## src/rtl/rpn_pkg.sv

```systemverilog
// Shared opcodes, FSM states and operand width for the RPN division path.
package rpn_pkg;

    localparam int unsigned WIDTH = 8;

    localparam logic [2:0] OP_NOP   = 3'b000;
    localparam logic [2:0] OP_PUSH  = 3'b001;
    localparam logic [2:0] OP_DIV   = 3'b010;
    localparam logic [2:0] OP_MOD   = 3'b011;
    localparam logic [2:0] OP_DROP  = 3'b100;
    localparam logic [2:0] OP_CLEAR = 3'b101;

    typedef enum logic [0:0] {IDLE, EXEC} state_e;

endpackage

```

## src/rtl/rpn_div_sequencer_if.sv

```systemverilog
// Command handshake between the board front end and the RPN sequencer.
interface rpn_div_sequencer_if;

    logic                     cmd_valid;
    logic [2:0]               cmd_op;
    logic [rpn_pkg::WIDTH-1:0] din;
    logic                     cmd_ready;
    logic                     done;

    modport master (
        output cmd_valid, cmd_op, din,
        input  cmd_ready, done
    );

    modport slave (
        input  cmd_valid, cmd_op, din,
        output cmd_ready, done
    );

endinterface

```

## src/rtl/rpn_stack_regs.sv

```systemverilog
// Operand register file: one write port, read ports for top and next entries.
module rpn_stack_regs
    import rpn_pkg::*;
#(
    parameter int unsigned DEPTH = 4,
    parameter int unsigned AW    = $clog2(DEPTH)
) (
    input  logic             clk,
    input  logic             we,
    input  logic [AW-1:0]    waddr,
    input  logic [WIDTH-1:0] wdata,
    input  logic [AW-1:0]    top_addr,
    input  logic [AW-1:0]    next_addr,
    output logic [WIDTH-1:0] top_data,
    output logic [WIDTH-1:0] next_data
);

    logic [WIDTH-1:0] mem_q [DEPTH];

    // Contents are don't-care beyond count, so no reset is needed.
    always_ff @(posedge clk) begin
        if (we) begin
            mem_q[waddr] <= wdata;
        end
    end

    assign top_data  = mem_q[top_addr];
    assign next_data = mem_q[next_addr];

endmodule

```

## src/rtl/rpn_div_sequencer.sv

```systemverilog
// Operand stack and command sequencer feeding an external combinational 8x8 divider.
module rpn_div_sequencer
    import rpn_pkg::*;
#(
    parameter int unsigned DEPTH = 4
) (
    input  logic                     clk,
    input  logic                     rst,
    rpn_div_sequencer_if.slave       cmd,
    output logic [WIDTH-1:0]         div_a,
    output logic [WIDTH-1:0]         div_b,
    input  logic [WIDTH-1:0]         div_q,
    input  logic [WIDTH-1:0]         div_r,
    input  logic                     div_e,
    output logic [WIDTH-1:0]         top,
    output logic [$clog2(DEPTH):0]   count,
    output logic                     err_div0,
    output logic                     err_under,
    output logic                     err_over
);

    localparam int unsigned AW = $clog2(DEPTH);
    localparam int unsigned CW = AW + 1;
    localparam logic [CW-1:0] DEPTH_C = CW'(DEPTH);

    state_e state_q, state_d;
    logic [CW-1:0]    count_q, count_d;
    logic [WIDTH-1:0] div_a_q, div_a_d, div_b_q, div_b_d;
    logic             is_mod_q, is_mod_d;
    logic             done_q, done_d;
    logic             err_div0_q, err_div0_d, err_under_q, err_under_d, err_over_q, err_over_d;

    logic             accept, is_divop;
    logic             we;
    logic [AW-1:0]    waddr, top_addr, next_addr;
    logic [WIDTH-1:0] wdata, top_data, next_data;

    assign accept    = cmd.cmd_valid && cmd.cmd_ready;
    assign is_divop  = (cmd.cmd_op == OP_DIV) || (cmd.cmd_op == OP_MOD);
    assign top_addr  = count_q[AW-1:0] - AW'(1);
    assign next_addr = count_q[AW-1:0] - AW'(2);

    rpn_stack_regs #(
        .DEPTH (DEPTH)
    ) u_stack (
        .clk       (clk),
        .we        (we),
        .waddr     (waddr),
        .wdata     (wdata),
        .top_addr  (top_addr),
        .next_addr (next_addr),
        .top_data  (top_data),
        .next_data (next_data)
    );

    always_ff @(posedge clk) begin
        if (rst) begin
            state_q <= IDLE;
        end else begin
            state_q <= state_d;
        end
    end

    always_comb begin
        state_d = state_q;
        case (state_q)
            IDLE: if (accept && is_divop && count_q >= CW'(2)) state_d = EXEC;
            EXEC: state_d = IDLE;
            default: state_d = IDLE;
        endcase
    end

    always_comb begin
        cmd.cmd_ready = (state_q == IDLE);
        cmd.done      = done_q;
    end

    always_comb begin
        count_d     = count_q;
        div_a_d     = div_a_q;
        div_b_d     = div_b_q;
        is_mod_d    = is_mod_q;
        done_d      = 1'b0;
        err_div0_d  = err_div0_q;
        err_under_d = err_under_q;
        err_over_d  = err_over_q;
        we          = 1'b0;
        waddr       = count_q[AW-1:0];
        wdata       = cmd.din;
        case (state_q)
            IDLE: begin
                if (accept) begin
                    done_d = 1'b1;
                    case (cmd.cmd_op)
                        OP_PUSH: begin
                            if (count_q < DEPTH_C) begin
                                we      = 1'b1;
                                count_d = count_q + CW'(1);
                            end else begin
                                err_over_d = 1'b1;
                            end
                        end
                        OP_DROP: begin
                            if (count_q != '0) count_d = count_q - CW'(1);
                            else               err_under_d = 1'b1;
                        end
                        OP_CLEAR: begin
                            count_d     = '0;
                            err_div0_d  = 1'b0;
                            err_under_d = 1'b0;
                            err_over_d  = 1'b0;
                        end
                        OP_DIV, OP_MOD: begin
                            if (count_q < CW'(2)) begin
                                err_under_d = 1'b1;
                            end else begin
                                div_a_d  = next_data;
                                div_b_d  = top_data;
                                is_mod_d = (cmd.cmd_op == OP_MOD);
                                done_d   = 1'b0;
                            end
                        end
                        default: ;
                    endcase
                end
            end
            EXEC: begin
                done_d = 1'b1;
                if (div_e) begin
                    err_div0_d = 1'b1;
                end else begin
                    we      = 1'b1;
                    waddr   = next_addr;
                    wdata   = is_mod_q ? div_r : div_q;
                    count_d = count_q - CW'(1);
                end
            end
            default: ;
        endcase
        // A reset landing on EXEC must not commit the pending result.
        if (rst) we = 1'b0;
    end

    always_ff @(posedge clk) begin
        if (rst) begin
            count_q     <= '0;
            div_a_q     <= '0;
            div_b_q     <= '0;
            is_mod_q    <= 1'b0;
            done_q      <= 1'b0;
            err_div0_q  <= 1'b0;
            err_under_q <= 1'b0;
            err_over_q  <= 1'b0;
        end else begin
            count_q     <= count_d;
            div_a_q     <= div_a_d;
            div_b_q     <= div_b_d;
            is_mod_q    <= is_mod_d;
            done_q      <= done_d;
            err_div0_q  <= err_div0_d;
            err_under_q <= err_under_d;
            err_over_q  <= err_over_d;
        end
    end

    assign div_a     = div_a_q;
    assign div_b     = div_b_q;
    assign count     = count_q;
    assign top       = (count_q == '0) ? '0 : top_data;
    assign err_div0  = err_div0_q;
    assign err_under = err_under_q;
    assign err_over  = err_over_q;

endmodule

```

## src/flat_wrapper.sv

```systemverilog
// flat-port wrapper written by rule: the top's interface ports become plain ports
module rpn_div_sequencer_flat import rpn_pkg::*;
#(
    parameter int unsigned DEPTH = 4
)
  (clk, rst, div_a, div_b, div_q, div_r, div_e, top, count, err_div0, err_under, err_over, cmd_cmd_valid, cmd_cmd_op, cmd_din, cmd_cmd_ready, cmd_done);
  rpn_div_sequencer_if cmd_i ();
  input  logic clk;
  input  logic rst;
  output logic [WIDTH-1:0] div_a;
  output logic [WIDTH-1:0] div_b;
  input  logic [WIDTH-1:0] div_q;
  input  logic [WIDTH-1:0] div_r;
  input  logic div_e;
  output logic [WIDTH-1:0] top;
  output logic [$clog2(DEPTH):0] count;
  output logic err_div0;
  output logic err_under;
  output logic err_over;
  input wire logic [$bits(cmd_i.cmd_valid)-1:0] cmd_cmd_valid;
  input wire logic [$bits(cmd_i.cmd_op)-1:0] cmd_cmd_op;
  input wire logic [$bits(cmd_i.din)-1:0] cmd_din;
  output wire logic [$bits(cmd_i.cmd_ready)-1:0] cmd_cmd_ready;
  output wire logic [$bits(cmd_i.done)-1:0] cmd_done;
  assign cmd_i.cmd_valid = cmd_cmd_valid;
  assign cmd_i.cmd_op = cmd_cmd_op;
  assign cmd_i.din = cmd_din;
  assign cmd_cmd_ready = cmd_i.cmd_ready;
  assign cmd_done = cmd_i.done;
  rpn_div_sequencer #(.DEPTH(DEPTH)) u_core (.clk(clk), .rst(rst), .cmd(cmd_i), .div_a(div_a), .div_b(div_b), .div_q(div_q), .div_r(div_r), .div_e(div_e), .top(top), .count(count), .err_div0(err_div0), .err_under(err_under), .err_over(err_over));
endmodule
```

## config.mk

```make
export PLATFORM = sky130hd
export DESIGN_NAME = rpn_div_sequencer_flat
export DESIGN_NICKNAME = d
export VERILOG_FILES = /design/src/rtl/rpn_pkg.sv /design/src/rtl/rpn_div_sequencer_if.sv /design/src/rtl/rpn_stack_regs.sv /design/src/rtl/rpn_div_sequencer.sv /design/src/flat_wrapper.sv
export SDC_FILE = /design/constraint.sdc
export NUM_CORES = 1
export LEC_CHECK = 0
export ABC_CLOCK_PERIOD_IN_PS = 5590
export BUFFER_PORTS_ARGS = -buffer_cell sky130_fd_sc_hd__buf_4
export CAP_MARGIN = 0
export CORE_ASPECT_RATIO = 0.7
export CORE_UTILIZATION = 30
export CTS_CLUSTER_DIAMETER = 100
export CTS_CLUSTER_SIZE = 10
export DETAILED_ROUTE_END_ITERATION = 6
export PLACE_DENSITY = 0.48
export RECOVER_POWER = 50
export SKIP_LAST_GASP = 1
export SYNTH_ARGS = -nofsm -noshare
export SYNTH_HDL_FRONTEND = slang
export SYNTH_SLANG_ARGS = --single-unit
```

## constraint.sdc

```tcl
create_clock -name clk -period 5.59 [get_ports clk]
set_clock_uncertainty 0.1 [all_clocks]
set_input_delay 0 -clock clk [delete_from_list [all_inputs] [get_ports clk]]
set_output_delay 0 -clock clk [all_outputs]
set_load 0.01 [all_outputs]
```

; Word level (Yosys, flattened, before mapping)
; Memory sizes are Yosys's and may differ from the RTL's. A register that Yosys moved wholly into a read port is not among the register bits.
; Index checks and enable logic that the tools add are counted.
[totals]
mem_count = 1
mem_bits_rw = 32
inputBits = 31
output_inout_bits = 32
mem_bits_ro = 0
latch_bits = 0
regBits = 17
elab_cells = 82
[classes]
mul = 0
n_div = 0
n_reduce_logical = 14
n_addsub = 4
bitwise_logic = 2
shift = 0
mux = 35
eq_ne = 15
n_lt_le_gt_ge = 3
[mem_list]
columns = memory, words, width, read_ports, rd_ports_with_merged_regs, write_ports, line
row1 = u_core.u_stack.mem_q, 4, 8, 2, 1, 1, rpn_stack_regs.sv:18  ; logic [WIDTH-1:0] mem_q [DEPTH];
[ops]
columns = cell, n
row1 = 8-bit 2-to-1 mux, 4
row2 = 1-bit 2-to-1 mux, 17
row3 = 3-bit 2-to-1 mux, 4
row4 = 2-bit inequality test (second input constant), 6
row5 = 1-bit case mux with 2 select lines, 5
row6 = 5-bit AND reduction, 2
row7 = 3-bit case mux with 3 select lines, 1
row8 = 4-bit AND reduction, 2
row9 = 3-bit by 2-bit == test with 1-bit output (second input constant), 2
row10 = 3-bit == test (second input constant), 2
row11 = 3-bit inequality test (second input constant), 2
row12 = 3-bit case mux with 2 select lines, 1
row13 = 3-bit nonzero test, 2
row14 = 2-bit 2-to-1 mux, 2
row15 = 4-bit inequality test (second input constant), 1
row16 = 3-bit by 1-bit adder with 3-bit output (second input constant), 1
row17 = 3-bit by 1-bit == test with 1-bit output (second input constant), 1
row18 = 3-bit by 2-bit >= comparator with 1-bit output (second input constant), 1
row19 = 1-bit logical AND, 3
row20 = 3-bit zero test, 1
row21 = 3-bit by 2-bit < comparator with 1-bit output (second input constant), 1
row22 = 3-bit < comparator (second input constant), 1
row23 = 1-bit case mux with 3 select lines, 1
row24 = 3-bit AND reduction, 1
row25 = other kinds (8), 9

; Longest topological paths before layout
[depth]
depth_word = 8
mapped_depth = 8
ltp_nobuf = 6

; Modules after synthesis
; From an unflattened synthesis, not the netlist that was laid out.
[hier_totals]
cells_unflattened = 216
area_unflattened_um2 = 2735.1
[by_module_without_submodules]
columns = module, cells_per_inst, area_per_inst_um2, instances
row1 = rpn_stack_regs, 56, 1385.1, 1
row2 = rpn_div_sequencer, 160, 1350.0, 1

; Least setup slack after synthesis
; No wires, ideal clock.
[synth_timing]
kind = register -> register
start = register u_core.count_q[0], in the netlist u_core.count[0]
end = register u_core.div_b_q[6], in the netlist u_core.div_b[6]
t_arrival_ns = 2.059
required_time_ns = 5.362
path_stages_with_launch = 9
setup_slack_ns = 3.303
path_cell_list = dfxtp_1 -> buf_4 -> buf_6 -> inv_2 -> ha_1 -> clkbuf_16 -> mux4_2 -> mux2i_1 -> nor2_1
[synth_between]
elab_chain_len = 3
elab_cells_between_ends = 5
cone_classes = 1 x add/sub / 1 x order compare / 1 x bitwise / 1 x reduce/logical / 1 x memory
[synth_lines]
columns = item, line
row1 = start: declaration, rpn_div_sequencer.sv:27  ; logic [CW-1:0] count_q, count_d;
row2 = start signal: assignment, rpn_div_sequencer.sv:155  ; count_q <= count_d;
row3 = "parallel branches: the longest is 3 deep, another holds memory read 4 x 8 bit", -
row4 = end signal: assignment, rpn_div_sequencer.sv:157  ; div_b_q <= div_b_d;
row5 = end: declaration, rpn_div_sequencer.sv:28  ; logic [WIDTH-1:0] div_a_q, div_a_d, div_b_q, div_b_d;
; Parallel ways; which one is timed is not known.
; A chain may end at the register's enable or synchronous reset.

; Worst setup path in the final report
[layout_timing]
start = register u_core.count_q[1], in the netlist u_core.count[1]
end = output port top[2]
[layout_between]
elab_chain_len = 3
elab_cells_between_ends = 4
cone_classes = 1 x add/sub / 1 x mux / 1 x reduce/logical / 1 x memory
[layout_lines]
columns = item, line
row1 = 2-bit by 1-bit subtractor with 2-bit output, rpn_div_sequencer.sv:40  ; assign top_addr = count_q[AW-1:0] - AW'(1);
row2 = memory read 4 x 8 bit, -
row3 = 8-bit 2-to-1 mux (*), rpn_div_sequencer.sv:169  ; assign top = (count_q == '0) ? '0 : top_data;
row4 = end: declaration, flat_wrapper.sv:15  ; output logic [WIDTH-1:0] top;
; Mark *: on every way between the ends. The rest lies on a longest branch, timed or not.

==> metrics.md <==
| Metric | Value |
|---|---|
| Post-Synth XOR/XNOR Area | 0.626% |
| Die Ht | 82.8 um |
| Synth top cells by count | edfxtp_1, dfxtp_1, mux2i_1, nor2_1, mux4_2 |
| Avg Inst Size Synth | 13.1 sq um |
| Crit Path Category | flop to output pin |
| Asr flop ratio synth | 0% |
| Setup crit start kind | flop |
| CTS tree | yes |
| Final WL | 6190 um |
| Simple-Gate Fraction of Synth Area | 11.9% |
| Routed Antenna Nets | 0 |
| Initial antenna violation count | 0 |
| GPL Wtd Cong | 0.702 |
| Hold crit path type | input port to flop |
| Worst setup endpoint | top[2] |
| Static leakage | 0.00125 uW |
| Worst-margin pin slew | 1410 ps |
| Synth Area in Compound Gates | 6.76% |
| Final Worst Setup Slack | 2660 ps |
| Sequential share of the synthesized area | 52.3% |
| Multiplexer share of the synthesized area | 21.8% |
| Num ports | 63 |
| Post-Synth Adder-Cell Area | 1.34% |
| Cts repair resizes | 0 |
| Die width | 117 um |
| Relative slew slack | 5.83% |
| Worst R2R End | u_core.u_stack.mem_q[1][2] |
| Max-Cap Viols | 0 |
| Worst skew pair latency | 320 ps |
| Post-synth EDFFs | 32 |
| DP Worst Slack | 2950 ps |
| Total track usage | 13.5% |
| Endpoints failing setup | 0 |
| IO Port Bufs | 62 |
| Net count after synthesis | 247 |
| Synth top area share | 34.4% |
| Top FF cell, synth | edfxtp_1 |
| Core Box Area | 0.00907 sq mm |
| Avg WL per Cell | 14.8 um |
| Crit path launch | u_core.count[1] |
| Post-synth cell types | 40 |
| HPWL Detailed | 4470 um |
| First-pass GRT wire length | 9520 um |
| H-tree depth | 3 |
| Ys Warns | 0 |
| Die Area | 0.00972 sq mm |
| RSZ-0062 raised after global routing | false |
| Number of nets in the layout | 322 |
| Pins Over Slew Limit | 0 |
| CTS Sinks | 57 |
| Initial Util | 30.8% |
| Worst Path Max Fanout | 15 |
| Reg-to-reg critical path startpoint | u_core.count[0] |
| Diode count | 0 |
| 1st-iter DRT viols | 107 |
| Pre-antenna DRT Iters | 5 |
| Synth Register Bits | 57 |
| Most common cell in the synthesized netlist | edfxtp_1 |
| Crit path time final | 2930 ps |
| Crit end category | output pin |
| Clock Path Buffers | 2 |
| Vias | 1,914 |
| Synth area leaders | edfxtp_1, dfxtp_1, mux4_2, mux2i_1, nor2_1 |
| PwrDens | 298 mW/mm^2 |
| Final period util | 52.4% |
| Largest area contributor in the synthesized netlist | edfxtp_1 |
| DRC errors left | 0 |
| Pin count of the biggest net entering global routing | 28 |
| Vias in the first global route | 1,711 |
| Vias per cell | 4.59 |
| Status | completed |
| Critical Path RT | 5490 ps |
| R2R depth | 3 |
| Fin. Hold Viols | 0 |
| Layout cells sized above 1 | 27.6% |
| Area Growth Syn to Fin | 29.4% |
| Clock Tree Root | clkbuf_16 |
| Setup tns final | 0 ps |
| Num CTS Buffers | 9 |
| Post-Synthesis Cell Area | 0.00280 sq mm |
| R2R Setup Slk | 2930 ps |
| Row count | 29 |
| Gr ovfl total | 0 |
| Max Clk Rate | 341 MHz |
| CTS clock-pin slew for the worst setup and hold paths | 50 ps |
| Worst VDD drop | 0.141 mV |
| Largest family of logic cells by synthesized area | multiplexers |
| Syn Inst Count | 213 |
| CP Data Arrival Time | 2830 ps |
cells in the final DEF, fill, tap and decap left out, types with 2 or more instances in the layout:
cell type	instances
buf_4	42
nor3_1	4
o21a_1	2
and2_1	8
nand2_1	9
clkinv_4	3
edfxtp_1	32
dlygate4sd3_1	11
dfxtp_1	25
ha_1	3
nor2_1	25
xnor2_1	2
nor2b_1	3
inv_1	3
a21oi_1	12
clkinvlp_4	2
nor4_1	2
mux4_2	16
o21ai_0	10
clkbuf_16	9
nand2b_4	2
clkbuf_1	25
nand2b_1	3
mux2i_1	25
layer usage:
| metal | part of all wire (%) | track usage, % |
|---|---|---|
| met1 | 56 | 20.4 |
| met2 | 38 | 17.2 |
| met3 | 5.2 | 4.85 |
| met4 | 0.55 | 4.29 |
| met5 | 0 | 0 |
report_power, final:
group          switching [uW]  leakage [uW]  internal, uW
registers                6.92      0.000490           449
logic                    60.0      0.000633          64.5
clock network             186      0.000132           313
total                     253       0.00125           827
final cells by class:
type	count	area [sq um]
clock buffer	11	243
timing repair buffer	77	515
sequential	57	1460
clock inverter	5	41.3
multi-input combinational	139	1190
fill	916	5450
inverter	4	15.0
tap	124	155
cell families after synthesis:
| logic type | after synthesis |
|---|---|
| fa+ha+maj | 3 |
| buf+inv | 17 |
| mux | 41 |
| flops | 57 |
| compound gates | 31 |
| simple gates | 62 |
| xor+xnor | 2 |
flip-flops by register name (all words and copies together), names as in the netlist:
signal	cells
u_core.cmd.done	1
u_core.count	3
u_core.div_a	8
u_core.div_b	8
u_core.err_div0	1
u_core.err_over	1
u_core.err_under	1
u_core.is_mod_q	1
u_core.state_q	1
u_core.u_stack.mem_q	32
worst min path at each step:
stage / startpoint / cells past startpoint / endpoint / slack [ps]
6_report: cmd_din[1] / 3 / u_core.u_stack.mem_q[0][1] / 10
5_1_grt: cmd_din[1] / 3 / u_core.u_stack.mem_q[0][1] / 50
4_1_cts: cmd_din[1] / 3 / u_core.u_stack.mem_q[0][1] / 2
3_5_place_dp: div_e / 3 / u_core.err_div0 / 200
3_3_place_gp: div_e / 3 / u_core.err_div0 / 200
2_1_floorplan: cmd_cmd_op[0] / 2 / u_core.is_mod_q / 50
worst max-delay path, stage by stage (launching register included):
cell and delay [ps]:
dfxtp_1 700, inv_1 190, ha_1 670, mux4_2 630, and2_1 180, buf_4 140
repair_timing:
action	4_1_cts	5_1_grt
hold endpoints to repair	32	0
hold buffers	11	0
buffers inserted	0	0
metrics by stage:
stage                     util [%]  total power (uW)  area, sq um  instances  hold WS [ps]
after floorplan                  -               545         2800        213          47.2
after global placement        36.5               589         3310        390           196
after detailed placement      36.5               590         3310        390           197
after CTS                     40.9              1100         3710        417          1.59
after global routing          39.9              1130         3620        417          52.8
final                         39.9              1080         3620        417          12.5
Power figures use the tool's default switching activity.
